File: config.mk
export PLATFORM = sky130hd
export DESIGN_NAME = state_dump_tx
export DESIGN_NICKNAME = d
export VERILOG_FILES = /design/src/rtl/state_dump_tx.sv
export SDC_FILE = /design/constraint.sdc
export NUM_CORES = 1
export LEC_CHECK = 0
export ABC_AREA = 1
export ABC_CLOCK_PERIOD_IN_PS = 4900
export CAP_MARGIN = 20
export CORE_MARGIN = 2
export CORE_UTILIZATION = 54
export DETAILED_ROUTE_END_ITERATION = 10
export HOLD_SLACK_MARGIN = 0.02
export MAX_ROUTING_LAYER = met4
export PLACE_DENSITY_LB_ADDON = 0.12
export SLEW_MARGIN = 20
export SYNTH_ARGS = -nofsm -noshare
export SYNTH_HDL_FRONTEND = slang
export SYNTH_SLANG_ARGS = --single-unit
File: constraint.sdc
create_clock -name clk -period 4.9 [get_ports clk]
set_input_delay 0.98 -clock clk [delete_from_list [all_inputs] [get_ports clk]]
set_output_delay 0.98 -clock clk [all_outputs]
set_load 0.03 [all_outputs]
File: src/rtl/state_dump_tx.sv
// Post-run state dump: streams the register file and then data memory to the UART as
// ASCII '0'/'1' lines, each under its own text header, using a valid/ready byte handshake.
module state_dump_tx #(
  parameter int DATA_WIDTH     = 32,
  parameter int NUM_REGS       = 32,
  parameter int REG_ADDR_WIDTH = 5,
  parameter int MEM_WORDS      = 64,
  parameter int MEM_ADDR_WIDTH = 6
) (
  input  logic                      clk,
  input  logic                      rst,
  input  logic                      start,
  output logic [REG_ADDR_WIDTH-1:0] reg_rd_addr,
  input  logic [DATA_WIDTH-1:0]     reg_rd_data,
  output logic [MEM_ADDR_WIDTH-1:0] mem_rd_addr,
  input  logic [DATA_WIDTH-1:0]     mem_rd_data,
  output logic                      tx_valid,
  output logic [7:0]                tx_byte,
  input  logic                      tx_ready,
  output logic                      busy,
  output logic                      done
);

  localparam int BitCntWidth = $clog2(DATA_WIDTH + 1);
  localparam logic [REG_ADDR_WIDTH-1:0] LastReg = REG_ADDR_WIDTH'(NUM_REGS - 1);
  localparam logic [MEM_ADDR_WIDTH-1:0] LastMem = MEM_ADDR_WIDTH'(MEM_WORDS - 1);
  localparam logic [BitCntWidth-1:0]    LastBit = BitCntWidth'(DATA_WIDTH - 1);

  typedef enum logic [3:0] {
    IDLE, HDR_REGS, REG_FETCH, REG_BITS, REG_EOL,
    HDR_MEM, MEM_FETCH, MEM_BITS, MEM_EOL, DONE
  } state_t;

  state_t                   state, state_next;
  logic                     start_q;
  logic [2:0]               hdr_idx;
  logic [BitCntWidth-1:0]   bit_cnt;
  logic                     eol_lf;
  logic                     fetch_load;
  logic [DATA_WIDTH-1:0]    shreg;
  logic [REG_ADDR_WIDTH-1:0] reg_idx;
  logic [MEM_ADDR_WIDTH-1:0] mem_idx;

  function automatic logic [7:0] hdr_char(input logic mem_sel, input logic [2:0] idx);
    logic [7:0] c;
    c = 8'h00;
    if (!mem_sel) begin
      case (idx)
        3'd0: c = 8'h52;
        3'd1: c = 8'h45;
        3'd2: c = 8'h47;
        3'd3: c = 8'h53;
        3'd4: c = 8'h3A;
        3'd5: c = 8'h0D;
        default: c = 8'h0A;
      endcase
    end else begin
      case (idx)
        3'd0: c = 8'h4D;
        3'd1: c = 8'h45;
        3'd2: c = 8'h4D;
        3'd3: c = 8'h3A;
        3'd4: c = 8'h0D;
        default: c = 8'h0A;
      endcase
    end
    return c;
  endfunction

  assign reg_rd_addr = reg_idx;
  assign mem_rd_addr = mem_idx;

  // Outputs decode purely from registered state, so tx_byte cannot move while a byte is stalled.
  always_comb begin
    state_next = state;
    tx_valid   = 1'b0;
    tx_byte    = 8'h00;
    busy       = 1'b1;
    done       = 1'b0;
    case (state)
      IDLE: begin
        busy = 1'b0;
        if (start_q) state_next = HDR_REGS;
      end
      HDR_REGS: begin
        tx_valid = 1'b1;
        tx_byte  = hdr_char(1'b0, hdr_idx);
        if (tx_ready && hdr_idx == 3'd6) state_next = REG_FETCH;
      end
      REG_FETCH: if (fetch_load) state_next = REG_BITS;
      REG_BITS: begin
        tx_valid = 1'b1;
        tx_byte  = {7'h18, shreg[DATA_WIDTH-1]};
        if (tx_ready && bit_cnt == LastBit) state_next = REG_EOL;
      end
      REG_EOL: begin
        tx_valid = 1'b1;
        tx_byte  = eol_lf ? 8'h0A : 8'h0D;
        if (tx_ready && eol_lf) state_next = (reg_idx == LastReg) ? HDR_MEM : REG_FETCH;
      end
      HDR_MEM: begin
        tx_valid = 1'b1;
        tx_byte  = hdr_char(1'b1, hdr_idx);
        if (tx_ready && hdr_idx == 3'd5) state_next = MEM_FETCH;
      end
      MEM_FETCH: if (fetch_load) state_next = MEM_BITS;
      MEM_BITS: begin
        tx_valid = 1'b1;
        tx_byte  = {7'h18, shreg[DATA_WIDTH-1]};
        if (tx_ready && bit_cnt == LastBit) state_next = MEM_EOL;
      end
      MEM_EOL: begin
        tx_valid = 1'b1;
        tx_byte  = eol_lf ? 8'h0A : 8'h0D;
        if (tx_ready && eol_lf) state_next = (mem_idx == LastMem) ? DONE : MEM_FETCH;
      end
      DONE: begin
        busy = 1'b0;
        done = 1'b1;
        if (!start_q) state_next = IDLE;
      end
      default: state_next = IDLE;
    endcase
  end

  // start is registered once; fetch states spend one cycle addressing and one loading.
  always_ff @(posedge clk or negedge rst) begin
    if (!rst) begin
      state      <= IDLE;
      start_q    <= 1'b0;
      hdr_idx    <= '0;
      bit_cnt    <= '0;
      eol_lf     <= 1'b0;
      fetch_load <= 1'b0;
      shreg      <= '0;
      reg_idx    <= '0;
      mem_idx    <= '0;
    end else begin
      state   <= state_next;
      start_q <= start;
      case (state)
        IDLE: begin
          hdr_idx    <= '0;
          bit_cnt    <= '0;
          eol_lf     <= 1'b0;
          fetch_load <= 1'b0;
          reg_idx    <= '0;
          mem_idx    <= '0;
        end
        HDR_REGS, HDR_MEM: if (tx_ready) hdr_idx <= hdr_idx + 3'd1;
        REG_FETCH, MEM_FETCH: begin
          fetch_load <= ~fetch_load;
          hdr_idx    <= '0;
          bit_cnt    <= '0;
          eol_lf     <= 1'b0;
          if (fetch_load) shreg <= (state == REG_FETCH) ? reg_rd_data : mem_rd_data;
        end
        REG_BITS, MEM_BITS: begin
          if (tx_ready) begin
            shreg   <= shreg << 1;
            bit_cnt <= bit_cnt + 1'b1;
          end
        end
        REG_EOL: begin
          if (tx_ready) begin
            eol_lf <= ~eol_lf;
            if (eol_lf && reg_idx != LastReg) reg_idx <= reg_idx + 1'b1;
          end
        end
        MEM_EOL: begin
          if (tx_ready) begin
            eol_lf <= ~eol_lf;
            if (eol_lf && mem_idx != LastMem) mem_idx <= mem_idx + 1'b1;
          end
        end
        default: ;
      endcase
    end
  end

endmodule

**Yosys cells after proc, flatten, opt, wreduce, memory -nomap -nowiden**

Cells that the tools add are included.

- Word-level logic and storage cells: 120
- Output and inout bits: 22
- Input bits: 68
- Flip-flop bits (word level): 59

- Reductions and logical operators: 30
- Add/sub/neg operators: 4
- Mux-type cells: 37
- Bitwise operators: 2
- Equal/unequal tests: 38

Operators with widths:

| cell | count |
|---|---|
| 32-bit two-way mux | 3 |
| 32-bit case mux with 2 select lines | 1 |
| 7-bit case mux with 4 select lines | 2 |
| 4-bit two-way mux | 11 |
| 7-bit case mux with 6 select lines | 1 |
| 4-bit case mux with 10 select lines | 1 |
| 2-bit != test, second input constant | 16 |
| 6-bit case mux with 2 select lines | 2 |
| 6-bit two-way mux | 3 |
| 4-bit by 3-bit == test with 1-bit output, second input constant | 4 |
| 2-bit nonzero test | 7 |
| 6-bit by 1-bit adder with 6-bit output, second input constant | 2 |
| 2-bit OR reduction | 6 |
| 5-bit two-way mux | 2 |
| 5-bit case mux with 2 select lines | 1 |
| 10-bit AND reduction | 1 |
| 3-bit == test, second input constant | 3 |
| 3-bit two-way mux | 3 |
| 3-bit AND reduction | 3 |
| 4-bit by 2-bit == test with 1-bit output, second input constant | 2 |
| 4-bit == test, second input constant | 2 |
| 3-bit by 2-bit == test with 1-bit output, second input constant | 2 |
| 6-bit by 5-bit == test with 1-bit output, second input constant | 1 |
| 6-bit == test, second input constant | 1 |
| 18 further kinds | 31 |

**Logic depth before layout (Yosys ltp)**

Gate-level depths: netlist of run 1.

- Depth after elaboration: 5
- Mapped depth: 10
- Mapped depth without buffers: 10

**Worst setup path before layout of run 1**

OpenSTA, ideal clock, no wires.

- Path type: reg2out
- From: register state[2]
- To: output tx_byte[6]
- Arrival: 1.693 ns
- Stages on the path, launching flop included: 6
- Buffers on the path: 0
- Required time: 3.920 ns
- Slack: 2.227 ns
- Cell sequence: dfrtp_1 > nor2_2 > inv_1 > nor2_1 > inv_1 > o21ai_0

- Longest elaborated chain between the ends: 3
- Elaborated cells between the ends (all ways): 9
- Those cells by class: eq/ne: 6; mux: 1; reduce/logical: 2

Ends and longest elaborated chain:

| what | RTL line | text |
|---|---|---|
| from (decl) | 34 | `state_t state, state_next;` |
| from (signal assigned) | 139 | `state <= state_next;` |
| 4-bit == test (tied with other cells) | 80 | `case (state)` |
| 2-bit OR reduction (no source line) | -- |  |
| 7-bit case mux with 4 select lines * | 80 |  |
| to (decl) | 18 | `output logic [7:0] tx_byte,` |

Every way passes the cells marked *; elsewhere a longest branch is shown, timed or not.

**Worst setup path after layout of run 1**

- From: register state[0]
- To: output tx_byte[5]

The elaborated chain is that of the path after synthesis.

==> results of run 1 <==
[cell families (layout without fill, tap and decap cells)]
kind of cell,after synthesis,after routing,synth area share [%]
simple gates,272,272,31.50
compound gates,90,90,15.48
buf+inv,67,150,7.378
flops,59,59,40.49
fa+ha+maj,9,9,3.089
xor+xnor,7,7,1.682
other cells,1,1,0.1029
mux,1,1,0.2745
[where the power goes]
part	internal (mW)	total (mW)	switching [mW]	leakage, nW
sequential	0.657	0.768	0.110	0.753
clock	0.203	0.388	0.185	0.0908
combinational	0.475	1.37	0.897	1.48
[cell type report]
class / instances / area [µm²] / area share [%]
clock inverters: 3 / 15.01 / 0.3190
inverters: 45 / 168.9 / 3.589
multi-input cells: 380 / 1901 / 40.38
flip-flops and latches: 59 / 1476 / 31.37
well taps: 77 / 96.34 / 2.047
clock buffers: 11 / 151.4 / 3.216
repair buffers: 91 / 898.4 / 19.09
[worst max-delay path: stages (launching register included)]
cell	delay (ns)
sky130_fd_sc_hd__dfrtp_1	0.41
sky130_fd_sc_hd__nand2_1	0.15
sky130_fd_sc_hd__nor2_4	0.46
sky130_fd_sc_hd__inv_1	0.08
sky130_fd_sc_hd__buf_4	0.29
sky130_fd_sc_hd__o211ai_1	0.16
sky130_fd_sc_hd__clkdlybuf4s50_1	0.69
[worst paths after layout]
check,depth (start not counted),endpoint,from,slack [ns]
max,6,tx_byte[5],state[0],1.34
max in group asynchronous,2,shreg[23],rst,3.60
min reg2reg,2,shreg[30],shreg[30],0.48
min in group asynchronous,2,start_q,rst,0.77
min,2,shreg[30],shreg[30],0.48
max reg2reg,8,shreg[14],state[0],2.25
[layer usage]
| metal | vias to the layer above | track usage [%] |
|---|---|---|
| li1 | 1829 | - |
| met1 | 1692 | 36.49 |
| met2 | 80 | 42.71 |
| met3 | 12 | 5.619 |
| met4 | 0 | 7.813 |
| met5 | - | - |
[cells in the final DEF (no fill, tap or decap)]
| cell type | count |
|---|---|
| sky130_fd_sc_hd__nand2_2 | 4 |
| sky130_fd_sc_hd__o211ai_1 | 25 |
| sky130_fd_sc_hd__xor2_1 | 5 |
| sky130_fd_sc_hd__o21ai_4 | 1 |
| sky130_fd_sc_hd__o21ai_0 | 30 |
| sky130_fd_sc_hd__inv_1 | 41 |
| sky130_fd_sc_hd__clkinv_2 | 3 |
| sky130_fd_sc_hd__nand4_1 | 6 |
| sky130_fd_sc_hd__buf_4 | 3 |
| sky130_fd_sc_hd__ha_1 | 9 |
| sky130_fd_sc_hd__a21oi_1 | 16 |
| sky130_fd_sc_hd__nand3_1 | 51 |
| sky130_fd_sc_hd__conb_1 | 1 |
| sky130_fd_sc_hd__and3_1 | 1 |
| sky130_fd_sc_hd__dfrtp_1 | 59 |
| sky130_fd_sc_hd__xnor2_1 | 2 |
| sky130_fd_sc_hd__nor2_2 | 3 |
| sky130_fd_sc_hd__nand3b_1 | 2 |
| sky130_fd_sc_hd__o22ai_1 | 1 |
| sky130_fd_sc_hd__buf_2 | 1 |
| sky130_fd_sc_hd__o31ai_1 | 1 |
| sky130_fd_sc_hd__clkbuf_8 | 11 |
| sky130_fd_sc_hd__nor3b_1 | 1 |
| sky130_fd_sc_hd__clkdlybuf4s50_1 | 87 |
| sky130_fd_sc_hd__o21ai_2 | 1 |
| sky130_fd_sc_hd__a21oi_4 | 1 |
| sky130_fd_sc_hd__nor3_1 | 2 |
| sky130_fd_sc_hd__nor2_1 | 31 |
| sky130_fd_sc_hd__o21ai_1 | 1 |
| sky130_fd_sc_hd__o21bai_1 | 4 |
| sky130_fd_sc_hd__inv_2 | 4 |
| sky130_fd_sc_hd__nor2_4 | 2 |
| sky130_fd_sc_hd__a31oi_1 | 9 |
| sky130_fd_sc_hd__mux2i_1 | 1 |
| sky130_fd_sc_hd__nand2_1 | 169 |
[through the flow]
| step | hold slack (ns) | worst slack (ns) | total power [mW] |
|---|---|---|---|
| floorplan | 0.4497 | 2.227 | 1.749 |
| global placement | 0.4641 | 1.577 | 2.092 |
| detailed placement | 0.4668 | 1.469 | 2.136 |
| CTS | 0.4840 | 1.340 | 2.527 |
| global route | 0.4992 | 1.128 | 2.743 |
| finish | 0.4829 | 1.345 | 2.527 |
[sequential cells by signal, summed over array words and instances, names as in the netlist]
name         count
shreg           32
bit_cnt          6
mem_rd_addr      6
reg_rd_addr      5
state            4
hdr_idx          3
eol_lf           1
fetch_load       1
start_q          1
==> metrics.txt, run 1 <==
# TYPE chip_impl_metric gauge
chip_impl_metric{name="slew_viol_final",unit=""} 0
chip_impl_metric{name="num_antenna_cells",unit=""} 0
chip_impl_metric{name="met3_wirelength",unit="µm"} 433
chip_impl_metric{name="post-route-util",unit="%"} 73.29
chip_impl_metric{name="min_period_over_period",unit="%"} 72.55
chip_impl_metric{name="cts.sinks",unit=""} 59
chip_impl_metric{name="track_usage",unit="%"} 27.34
chip_impl_metric{name="postLayoutCellArea",unit="µm²"} 4707
chip_impl_metric{name="global_route.overflow_total",unit=""} 0
chip_impl_metric{name="place.detailed.instances",unit=""} 652
chip_impl_metric{name="layoutNonFillerInstCount",unit=""} 666
chip_impl_info{name="ctsRootBufferMaster",value="sky130_fd_sc_hd__clkbuf_8"} 1
chip_impl_metric{name="met2_length",unit="µm"} 4446
chip_impl_metric{name="max_cap_viol_count",unit=""} 0
chip_impl_metric{name="initial_core_util",unit="%"} 56.77
chip_impl_metric{name="cts_post_setup_buffers_inserted",unit=""} 0
chip_impl_metric{name="synthDominantCellAreaShare",unit="%"} 40.49
chip_impl_metric{name="synth_area",unit="µm²"} 3646
chip_impl_metric{name="drt_drc_violations_left",unit=""} 0
chip_impl_metric{name="path_clk_slew",unit="ns"} 0.07
chip_impl_info{name="synth_area_leaders",value="sky130_fd_sc_hd__dfrtp_1 (40%), sky130_fd_sc_hd__nand2_1 (17%), sky130_fd_sc_hd__nand3_1 (7.0%), sky130_fd_sc_hd__o211ai_1 (5.1%), sky130_fd_sc_hd__inv_1 (4.2%)"} 1
chip_impl_metric{name="synth-async-reset-ratio",unit="%"} 100.0
chip_impl_info{name="run_status",value="complete, no violations"} 1
chip_impl_metric{name="design.portCount",unit=""} 90
chip_impl_metric{name="relSlewSlack",unit="%"} 48.69
chip_impl_info{name="rsz0062_at_grt",value="false"} 1
chip_impl_metric{name="routed-via-count",unit=""} 3613
chip_impl_metric{name="dr_pass1_iterations",unit=""} 4
chip_impl_info{name="synth_common_cells",value="sky130_fd_sc_hd__nand2_1 (169), sky130_fd_sc_hd__dfrtp_1 (59), sky130_fd_sc_hd__nand3_1 (51)"} 1
chip_impl_metric{name="synth-seq-area-share",unit="%"} 40.49
chip_impl_metric{name="postRouteAntennaNets",unit=""} 0
chip_impl_info{name="routed.top_layer",value="met4"} 1
chip_impl_info{name="worstHoldPathType",value="reg2reg"} 1
chip_impl_metric{name="critical_path.max_fanout",unit=""} 47
chip_impl_metric{name="worstPathArrival",unit="ns"} 2.58
chip_impl_info{name="most_used_flip_flop_cell_after_synthesis",value="sky130_fd_sc_hd__dfrtp_1"} 1
chip_impl_info{name="criticalPathCategory",value="reg2out"} 1
chip_impl_metric{name="finalWorstPathRequiredPeriod",unit="ns"} 3.555
chip_impl_metric{name="cellLeakagePower",unit="nW"} 2.326
chip_impl_metric{name="route.detailed.wl_per_inst",unit="µm"} 14.05
chip_impl_metric{name="yosys_warnings",unit=""} 0
chip_impl_metric{name="final-hold-violation-count",unit=""} 0
chip_impl_metric{name="achievable-frequency",unit="MHz"} 281.3
chip_impl_metric{name="worst_skew_pair.late_latency",unit="ns"} 0.33
chip_impl_info{name="synth_most_common_cell",value="sky130_fd_sc_hd__nand2_1"} 1
chip_impl_metric{name="placedInstanceArea",unit="µm²"} 4541
chip_impl_metric{name="areaGrowthSynthToFinish",unit="%"} 29.10
chip_impl_metric{name="post_synth_inst_count",unit=""} 506
chip_impl_metric{name="post_route_cells_drive_above_1_share",unit="%"} 5.772
chip_impl_metric{name="antenna_violations_before_repair",unit=""} 0
chip_impl_metric{name="final.setup_skew",unit="ns"} 0.009250
chip_impl_info{name="cts_tree",value="done"} 1
chip_impl_metric{name="die_area",unit="µm²"} 7425
chip_impl_info{name="end_kind",value="primary output"} 1
chip_impl_metric{name="core_region_area",unit="µm²"} 6422
chip_impl_metric{name="wirelength_met1",unit="µm"} 4370
chip_impl_metric{name="max_slew.worst_pin.slew",unit="ns"} 0.7689
chip_impl_metric{name="fillers",unit=""} 519
chip_impl_metric{name="totalNegativeSetupSlack",unit="ns"} 0
chip_impl_metric{name="first_global_vias",unit=""} 3383
chip_impl_metric{name="setup_viol",unit=""} 0
chip_impl_metric{name="synth_seq_cells",unit=""} 59
chip_impl_metric{name="clockBufferDepth",unit=""} 2
chip_impl_metric{name="die_y",unit="µm"} 86.17
chip_impl_metric{name="place.gp.congestion",unit=""} 0.9402
chip_impl_metric{name="synth_cell_types",unit=""} 34
chip_impl_metric{name="finish.net_count",unit=""} 663
chip_impl_metric{name="post_synth_edffs",unit=""} 0
chip_impl_metric{name="cts.hold.buffers_added",unit=""} 0
chip_impl_metric{name="htreeDepth",unit=""} 3
chip_impl_metric{name="cts_inserted_buffers",unit=""} 9
chip_impl_metric{name="critical_path_required",unit="ns"} 3.92
chip_impl_metric{name="cts-resized-gates",unit=""} 0
chip_impl_metric{name="syn_avg_cell_area",unit="µm²"} 7.206
chip_impl_metric{name="vias_per_cell",unit=""} 5.425
chip_impl_metric{name="placementRows",unit=""} 29
chip_impl_metric{name="total_half_perimeter_wirelength_after_legalization_and_detailed_placement",unit="µm"} 6640
chip_impl_metric{name="grt_start_max_net_pins",unit=""} 60
chip_impl_metric{name="grt_first_pass_wirelength",unit="µm"} 15700
chip_impl_metric{name="drt_iter0_markers",unit=""} 160
chip_impl_info{name="critical_path.startpoint_type",value="flop"} 1
chip_impl_metric{name="vdd_drop_max",unit="mV"} 0.2235
chip_impl_metric{name="powerDensity",unit="nW/µm²"} 536.9
chip_impl_info{name="synth_largest_area_cell",value="sky130_fd_sc_hd__dfrtp_1"} 1
chip_impl_metric{name="synth_fp_nets",unit=""} 583
chip_impl_metric{name="wl",unit="µm"} 9355
chip_impl_metric{name="dieWidth",unit="µm"} 86.17
chip_impl_metric{name="placement.io_buffers",unit=""} 88
Power figures use the tool's default switching activity.
==> run 2: changes to the inputs <==
Settings changed: ABC_CLOCK_PERIOD_IN_PS 4900 to 3150, CORE_UTILIZATION 54 to 45.
Clock period 4.9 ns to 3.15 ns, I/O delays scaled along.
==> run 2 against run 1 <==
Clock skew shrank 0.0026 ns. Power grew 59%. Highest routed layer unchanged. Flip-flop and latch count is the same. Routed wire length grew 1.7%. Die area grew 19%. Register-to-register slack lost 1.3 ns. Combinational power grew 55%. Largest cell class unchanged. Largest power group unchanged. Sequential power grew 56%. Cell area grew 1.8%. Clock power grew 81%.
==> metrics.txt, run 2 (synthesis results as in run 1) <==
# TYPE chip_impl_metric gauge
chip_impl_metric{name="post_route_cells_drive_above_1_share",unit="%"} 6.757
chip_impl_metric{name="drt_iter0_markers",unit=""} 272
chip_impl_metric{name="place.detailed.instances",unit=""} 679
chip_impl_metric{name="vdd_drop_max",unit="mV"} 0.2832
chip_impl_metric{name="cts_inserted_buffers",unit=""} 9
chip_impl_metric{name="vias_per_cell",unit=""} 5.212
chip_impl_metric{name="num_antenna_cells",unit=""} 0
chip_impl_metric{name="postRouteAntennaNets",unit=""} 0
chip_impl_metric{name="cp_slowest_stage_delay",unit="ns"} 0.69
chip_impl_metric{name="worstPathArrival",unit="ns"} 2.41
chip_impl_metric{name="htreeDepth",unit=""} 3
chip_impl_metric{name="fillers",unit=""} 754
chip_impl_metric{name="finalWorstPathRequiredPeriod",unit="ns"} 3.036
chip_impl_metric{name="final-hold-violation-count",unit=""} 0
chip_impl_info{name="worstHoldPathType",value="in2async"} 1
chip_impl_info{name="criticalPathCategory",value="reg2out"} 1
chip_impl_info{name="cts_tree",value="done"} 1
chip_impl_metric{name="achievable-frequency",unit="MHz"} 329.3
chip_impl_info{name="cpLargestDelayFamily",value="buffers and inverters"} 1
chip_impl_info{name="worstReg2RegStart",value="state[0]"} 1
chip_impl_metric{name="grt_start_max_net_pins",unit=""} 60
chip_impl_metric{name="die_y",unit="µm"} 94.01
chip_impl_info{name="run_status",value="complete, no violations"} 1
chip_impl_metric{name="dieWidth",unit="µm"} 94.01
chip_impl_metric{name="routed-via-count",unit=""} 3617
chip_impl_info{name="crit_start",value="state[2]"} 1
chip_impl_metric{name="placementRows",unit=""} 32
chip_impl_info{name="top_register",value="shreg"} 1
chip_impl_metric{name="grt_first_pass_wirelength",unit="µm"} 15730
chip_impl_info{name="ctsRootBufferMaster",value="sky130_fd_sc_hd__clkbuf_8"} 1
chip_impl_metric{name="dr_pass1_iterations",unit=""} 5
chip_impl_metric{name="setup_viol",unit=""} 0
chip_impl_metric{name="global_route.overflow_total",unit=""} 0
chip_impl_metric{name="core_region_area",unit="µm²"} 7807
chip_impl_metric{name="layoutNonFillerInstCount",unit=""} 694
chip_impl_metric{name="largest_register_ffs",unit=""} 32
chip_impl_metric{name="critical_path_required",unit="ns"} 2.52
chip_impl_metric{name="final.setup_skew",unit="ns"} 0.006694
chip_impl_metric{name="initial_core_util",unit="%"} 46.70
chip_impl_metric{name="total_half_perimeter_wirelength_after_legalization_and_detailed_placement",unit="µm"} 6695
chip_impl_metric{name="first_global_vias",unit=""} 3380
chip_impl_metric{name="track_usage",unit="%"} 23.01
chip_impl_info{name="rsz0062_at_grt",value="false"} 1
chip_impl_metric{name="cellLeakagePower",unit="nW"} 2.377
chip_impl_metric{name="min_period_over_period",unit="%"} 96.39
chip_impl_metric{name="slew_viol_final",unit=""} 0
chip_impl_info{name="critical_path.startpoint_type",value="flop"} 1
chip_impl_metric{name="design_power",unit="mW"} 4.029
chip_impl_metric{name="drt_drc_violations_left",unit=""} 0
chip_impl_metric{name="die_area",unit="µm²"} 8838
chip_impl_metric{name="wl",unit="µm"} 9517
chip_impl_metric{name="antenna_violations_before_repair",unit=""} 0
chip_impl_metric{name="areaGrowthSynthToFinish",unit="%"} 31.40
chip_impl_metric{name="relSlewSlack",unit="%"} 48.57
chip_impl_metric{name="max_cap_viol_count",unit=""} 0
chip_impl_metric{name="totalNegativeSetupSlack",unit="ns"} 0
chip_impl_metric{name="clockBufferDepth",unit=""} 2
chip_impl_metric{name="max_slew.worst_pin.slew",unit="ns"} 0.7715
chip_impl_metric{name="powerDensity",unit="nW/µm²"} 841.0
chip_impl_metric{name="design.portCount",unit=""} 90
chip_impl_metric{name="place.gp.congestion",unit=""} 0.8653
chip_impl_metric{name="path_clk_slew",unit="ns"} 0.07
chip_impl_metric{name="critical_path.max_fanout",unit=""} 7
chip_impl_info{name="cpMaxStageDelayCell",value="sky130_fd_sc_hd__clkdlybuf4s50_1"} 1
chip_impl_metric{name="finish.net_count",unit=""} 665
chip_impl_metric{name="worst_skew_pair.late_latency",unit="ns"} 0.33
chip_impl_metric{name="cts_post_setup_buffers_inserted",unit=""} 0
chip_impl_metric{name="cp_num_buf_inv",unit=""} 3
chip_impl_info{name="end_kind",value="primary output"} 1
chip_impl_metric{name="placement.io_buffers",unit=""} 88
chip_impl_metric{name="route.detailed.wl_per_inst",unit="µm"} 13.71
chip_impl_metric{name="cts.sinks",unit=""} 59
chip_impl_info{name="mostFrequentLayoutCells",value="sky130_fd_sc_hd__nand2_1 (169), sky130_fd_sc_hd__clkdlybuf4s50_1 (83), sky130_fd_sc_hd__dfrtp_1 (59)"} 1
chip_impl_info{name="layout_commonest_cell",value="sky130_fd_sc_hd__nand2_1"} 1
chip_impl_info{name="worstPathCellList",value="nor2_2 -> inv_1 -> nor2_2 -> inv_1 -> o211ai_1 -> clkdlybuf4s50_1"} 1
-- run 2: worst paths after layout --
check / slack [ns] / end / depth (start not counted)
min in group clk: 0.48 / shreg[29] / 2
max in group asynchronous: 2.18 / fetch_load / 2
min: 0.44 / hdr_idx[2] / 2
max reg2reg: 0.97 / shreg[1] / 8
min reg2reg: 0.48 / shreg[29] / 2
max: 0.11 / tx_byte[2] / 6
-- run 2: cell type report --
class                           instances  area (µm²)  area share [%]
Sequential cell                        59        1476           30.82
Timing Repair Buffer                   93       913.4           19.07
Clock inverter                          4       50.05           1.045
Inverter                               45       168.9           3.526
Multi-Input combinational cell        380        1903           39.72
Clock buffer                           11       151.4           3.160
Tap cell                              102       127.6           2.664
-- run 2: timing repair --
action | in CTS | in global routing
endpoints found under the hold margin | 0 | 0
hold buffers | 0 | 0
pin swaps | 0 | 0
gates resized for setup | 1 | 2
endpoints found under the setup margin | 1 | 2
-- run 2: power breakdown --
group	switching (mW)	internal [mW]
clock	0.301	0.403
sequential	0.175	1.02
combinational	1.39	0.738
total	1.87	2.16
-- run 2: routing by layer --
| metal | vias up | global-route usage [%] | share of wire [%] |
|---|---|---|---|
| met4 | 0 | 7.488 | 1.3 |
| li1 | 1831 | - | - |
| met1 | 1668 | 32.63 | 49 |
| met2 | 108 | 34.70 | 45 |
| met5 | - | - | 0 |
| met3 | 10 | 2.568 | 4.8 |
-- run 2: stage by stage --
stage | setup WS, ns | util [%] | hold slack [ns] | cell area [µm²]
6_report | 0.1137 | 61.36 | 0.4424 | 4791
5_1_grt | 0.003698 | 61.36 | 0.5084 | 4791
4_1_cts | 0.06527 | 61.30 | 0.4856 | 4786
3_5_place_dp | 0.3636 | 58.69 | 0.4672 | 4582
3_3_place_gp | 0.4238 | 58.69 | 0.4637 | 4582
2_1_floorplan | 0.8267 | - | 0.3344 | 3646
==> variant 1, RTL diff (config.mk and constraints of run 2) <==
The parameter `REG_ADDR_WIDTH` goes from 5 to 6.
--- a/src/rtl/state_dump_tx.sv
+++ b/src/rtl/state_dump_tx.sv
@@ -3,7 +3,7 @@
 module state_dump_tx #(
   parameter int DATA_WIDTH     = 32,
   parameter int NUM_REGS       = 32,
-  parameter int REG_ADDR_WIDTH = 5,
+  parameter int REG_ADDR_WIDTH = 6,
   parameter int MEM_WORDS      = 64,
   parameter int MEM_ADDR_WIDTH = 6
 ) (
Ports: changed (resized reg_rd_addr); port bits go from 90 to 91. The function was not compared with the original's and may differ.
==> variant 1 against run 2 <==
Sequential share of layout area down 0.74 points. Global-route usage up 0.51 points. Total power up 15%. Fmax about the same. Area after synthesis up 5.2%. Setup slack better by 2.0 ps. Critical path depth up 1. Sequential cell count up 1. Design area up 4.3%. Final cell count up 7.5%. Routed wire length up 8.2%. Critical endpoint is now tx_valid.
==> variant 1: results (changes against run 2) <==
Outcome
The flow ran to the end, and the final reports show no timing, DRC or antenna violations.

Power and ir drop
The leakage power of the design is 2.41 nW (+1.4%). The worst ir drop on vdd came to 0.000473 V (+67%). The switching share of power is 49.0% (+2.6 points).

Place
The placement-stage cell area is 4780 µm² (+4.3%). The worst-case setup slack after placement is 249 ps (-115 ps). The placed instance count was 731 (+7.7%). The weighted congestion at the end of routability-driven global placement is 0.887 (+2.5%).

The estimated wirelength of the detail-placed design is 7190 µm (+7.4%).

Floorplanning
The x dimension of the die is 96.3 µm (+2.5%).

Synth
The sequential element share of the synthesized area is 39.2% (-1.3 points). The synthesis-stage register bit count is 60 (+1.7%). The distinct cell type count after synthesis is 36 (+5.9%). The mean cell area of the mapped netlist came to 6.95 µm² (-3.6%).

After synthesis, the cell types taking the most area are sky130_fd_sc_hd__dfrtp_1, sky130_fd_sc_hd__nand2_1, sky130_fd_sc_hd__nand3_1. The net count after synthesis came to 628 (+7.7%).

Setup path
The internal reg-to-reg setup slack is 950 ps (-20 ps). The highest net fanout along the worst path is 8 (+1).

Layout
The flip-flop and latch share of the layout cell area is 30.1% (-0.74 points). The number of fill cells in the layout is 764 (+1.3%). The fraction of the core area covered by cells at the end of the flow is 60.5% (-0.86 points). The final layout net count is 713 (+7.2%). The share of final layout cell area taken by non-clock buffers came to 18.9% (-0.13 points). The multi-input combinational cell count is 442 (+16%). The area of combinational cells with multiple inputs came to 2100 µm² (+10%).

The share of final layout cell area taken by clock buffers and inverters was 4.13% (-0.073 points). The ratio of cells with drive above 1 in the final layout is 7.02% (+0.26 points). The non-clock buffer instance count of the final layout is 96 (+3.2%). The non-clock inverter count in the final layout came to 28 (-38%).

Global route
The via count of the first global-routing pass is 3,595 (+6.4%). The maximum number of pins on one net before global-route repair is 50 (-17%). The global-route wire length before repair is 16,500 µm (+4.9%).

Route
The total routed wirelength is 10,300 µm (+8.2%). The initial DRC count came to 153 (-44%).

STA
The post-route minimum period is 3030 ps (-2.00 ps). The post-route clock skew is 11.2 ps (+4.48 ps). The actual transition at the worst max-transition pin was 836 ps (+64.6 ps). The final hold slack came to 274 ps (-168 ps).
## variant 1: cells by family (layout without fill, tap and decap cells)
family                   count (synthesis)  in the layout  share of synthesized area, %
AO/OA/AOI/OAI                           83             83                          12.6
XOR/XNOR                                 6              6                          1.37
adder cells (fa/ha/maj)                  8              8                          2.61
buffers and inverters                   50            139                          6.04
flip-flops                              60             60                          39.2
other                                    1              1                        0.0978
AND/OR/NAND/NOR                        344            344                          38.1
## variant 1: power groups by stage
| stage | combinational [mW] | clock (mW) | sequential, mW |
|---|---|---|---|
| final | 2.65 | 0.753 | 1.24 |
| after global routing | 3.00 | 0.810 | 1.28 |
| after CTS | 2.66 | 0.774 | 1.24 |
| after detailed placement | 2.66 | 0 | 1.25 |
| after global placement | 2.63 | 0 | 1.25 |
| after floorplan | 2.02 | 0 | 1.21 |
## variant 1: worst paths after layout
path	startpoint	depth (start not counted)	end
max	state[3]	7	tx_valid
min	rst	1	shreg[7]
max reg2reg	state[3]	8	shreg[28]
min reg2reg	shreg[5]	2	shreg[5]
max in group asynchronous	rst	2	state[2]
min in group clk	shreg[5]	2	shreg[5]
## variant 1: worst max-delay path: cells and delay by family (launching register included)
family                 cells  cell delay [ps]
flip-flops                 1              600
AO/OA/AOI/OAI              1              110
AND/OR/NAND/NOR            3              420
buffers and inverters      3              940
## variant 1: metal layers
metal / track usage, % / up-vias / routed length, µm
met3: 3.92 / 11 / 734
met2: 37.5 / 129 / 4630
met4: 8.92 / 0 / 155
li1: - / 1963 / -
met5: - / - / 0
met1: 30.1 / 1724 / 4780
## variant 1: repair_timing
action | CTS | global route
setup buffers | 0 | 0
endpoints found under the setup margin | 2 | 3
resized for setup | 2 | 5
gates cloned | 0 | 0
==> variant 2, RTL diff (flow settings as in run 2) <==
Without the edit above. Re-encode `state_t` (10 states) as one-hot, 10 bits wide.
--- a/src/rtl/state_dump_tx.sv
+++ b/src/rtl/state_dump_tx.sv
@@ -26,9 +26,9 @@
   localparam logic [MEM_ADDR_WIDTH-1:0] LastMem = MEM_ADDR_WIDTH'(MEM_WORDS - 1);
   localparam logic [BitCntWidth-1:0]    LastBit = BitCntWidth'(DATA_WIDTH - 1);
 
-  typedef enum logic [3:0] {
-    IDLE, HDR_REGS, REG_FETCH, REG_BITS, REG_EOL,
-    HDR_MEM, MEM_FETCH, MEM_BITS, MEM_EOL, DONE
+  typedef enum logic [9:0] {
+    IDLE = 10'b0000000001, HDR_REGS = 10'b0000000010, REG_FETCH = 10'b0000000100, REG_BITS = 10'b0000001000, REG_EOL = 10'b0000010000,
+    HDR_MEM = 10'b0000100000, MEM_FETCH = 10'b0001000000, MEM_BITS = 10'b0010000000, MEM_EOL = 10'b0100000000, DONE = 10'b1000000000
   } state_t;
 
   state_t                   state, state_next;
Behaviour: no difference found for any inputs over 10 cycles, from zero or initial values and one cycle with rst low; not proved beyond that.
==> variant 2 against run 2 <==
Clock skew is 9.0 ps higher. Routed wire length is 15% higher. Total power is 4.5% higher. Highest routed layer unchanged. Design area is 13% higher. Area after synthesis is 16% higher. Setup slack better by 140 ps. Sequential cell count is 6 higher. Register-to-register slack worse by 210 ps.
==> variant 2: results (changes against run 2) <==
Place
The placed instance count was 802 (+18%). The estimated wirelength of the detail-placed design was 7980 µm (+19%). The placement-stage cell area is 5200 µm² (+13%). The worst-case setup slack after placement is 308 ps (-56.0 ps). The weighted congestion at the end of routability-driven global placement is 0.942 (+8.9%).

Route
The post-detailed-route wirelength per cell is 13.3 µm (-2.7%). The total via count after detailed routing came to 4,335 (+20%). The initial DRC count came to 245 (-9.9%).

The total routed wirelength is 10,900 µm (+15%).

Setup path
The delay of the slowest critical-path stage is 410 ps (-280 ps). The cell with the largest stage delay on the worst path is sky130_fd_sc_hd__dfrtp_1. The family with the most delay on the worst path is simple AND/OR/NAND/NOR gates. The highest net fanout along the worst path is 8 (+1).

Global route
The aggregate global-route resource usage is 23.4% (+0.41 points). The via count of the first global-routing pass was 4,122 (+22%). The global-route wire length before repair is 18,700 µm (+19%). The maximum number of pins on one net before global-route repair is 36 (-40%).

Layout
The number of fill cells in the layout is 856 (+14%). The ratio of cells with drive above 1 in the final layout is 8.77% (+2.0 points). The final layout net count is 779 (+17%).

Synth
Ranked by total cell area, the synthesized netlist is headed by sky130_fd_sc_hd__dfrtp_1, sky130_fd_sc_hd__nand2_1, sky130_fd_sc_hd__o21ai_0. The mean cell area of the mapped netlist is 6.90 µm² (-4.3%). The count of warnings emitted by yosys is 0 (unchanged).

The distinct cell type count after synthesis was 35 (+2.9%). The commonest cells after synthesis are sky130_fd_sc_hd__nand2_1, sky130_fd_sc_hd__o21ai_0, sky130_fd_sc_hd__dfrtp_1, sky130_fd_sc_hd__a21oi_1, sky130_fd_sc_hd__inv_1. The sequential element share of the synthesized area is 38.4% (-2.1 points). The prevailing post-synth register cell is sky130_fd_sc_hd__dfrtp_1. The net count after synthesis is 692 (+19%).

Power and ir drop
The worst ir drop on vdd was 0.000285 V (+0.63%). The leakage power of the design is 2.64 nW (+11%).

Outcome
The flow ran to the end, and the final reports show no timing, DRC or antenna violations.

STA
The post-route clock skew is 15.7 ps (+8.96 ps).
==> variant 2: power breakdown <==
group          switching [mW]  leakage [nW]  internal [mW]  total, mW
registers               0.171         0.853           1.10       1.27
clock network           0.326         0.103          0.409      0.735
logic                    1.45          1.68          0.750       2.20
total                    1.95          2.64           2.26       4.21
==> variant 2: kinds of logic after synthesis <==
logic type	count (synthesis)	share of synthesized area, %
AO/OA/AOI/OAI	150	18.6
XOR/XNOR	5	1.03
adder cells (fa/ha/maj)	9	2.65
buffers and inverters	78	8.35
flip-flops	65	38.4
other	1	0.0884
AND/OR/NAND/NOR	307	30.9
==> variant 2: layout make-up <==
| cell class | count | area, µm² | share of cell area [%] |
|---|---|---|---|
| flip-flops and latches | 65 | 1630 | 30.1 |
| well taps | 111 | 139 | 2.57 |
| multi-input cells | 472 | 2260 | 41.8 |
| inverters | 51 | 194 | 3.58 |
| repair buffers | 103 | 985 | 18.2 |
| clock inverters | 4 | 51.3 | 0.948 |
| clock buffers | 12 | 155 | 2.87 |
==> variant 2: repair_timing <==
action,in CTS,in global routing
endpoints found under the setup margin,1,3
buffers inserted,0,0
gates resized for setup,1,3
==> variant 2: path summary, 6_finish.rpt <==
kind / start / to / slack [ps] / cells after the start
min: rst / mem_rd_addr[3] / 150 / 1
min reg2reg: shreg[7] / shreg[7] / 480 / 2
max: state[7] / tx_byte[1] / 260 / 8
max reg2reg: state[9] / shreg[1] / 760 / 12
max in group asynchronous: rst / state[0] / 2290 / 2
min in group clk: shreg[7] / shreg[7] / 480 / 2
==> variant 2: layer usage <==
layer,vias to the layer above,global-route usage (%),share of wire (%)
met3,6,2.77,4.3
met1,2036,30.8,48
met2,106,38.2,47
li1,2187,-,-
met5,-,-,0
met4,0,6.76,0.49
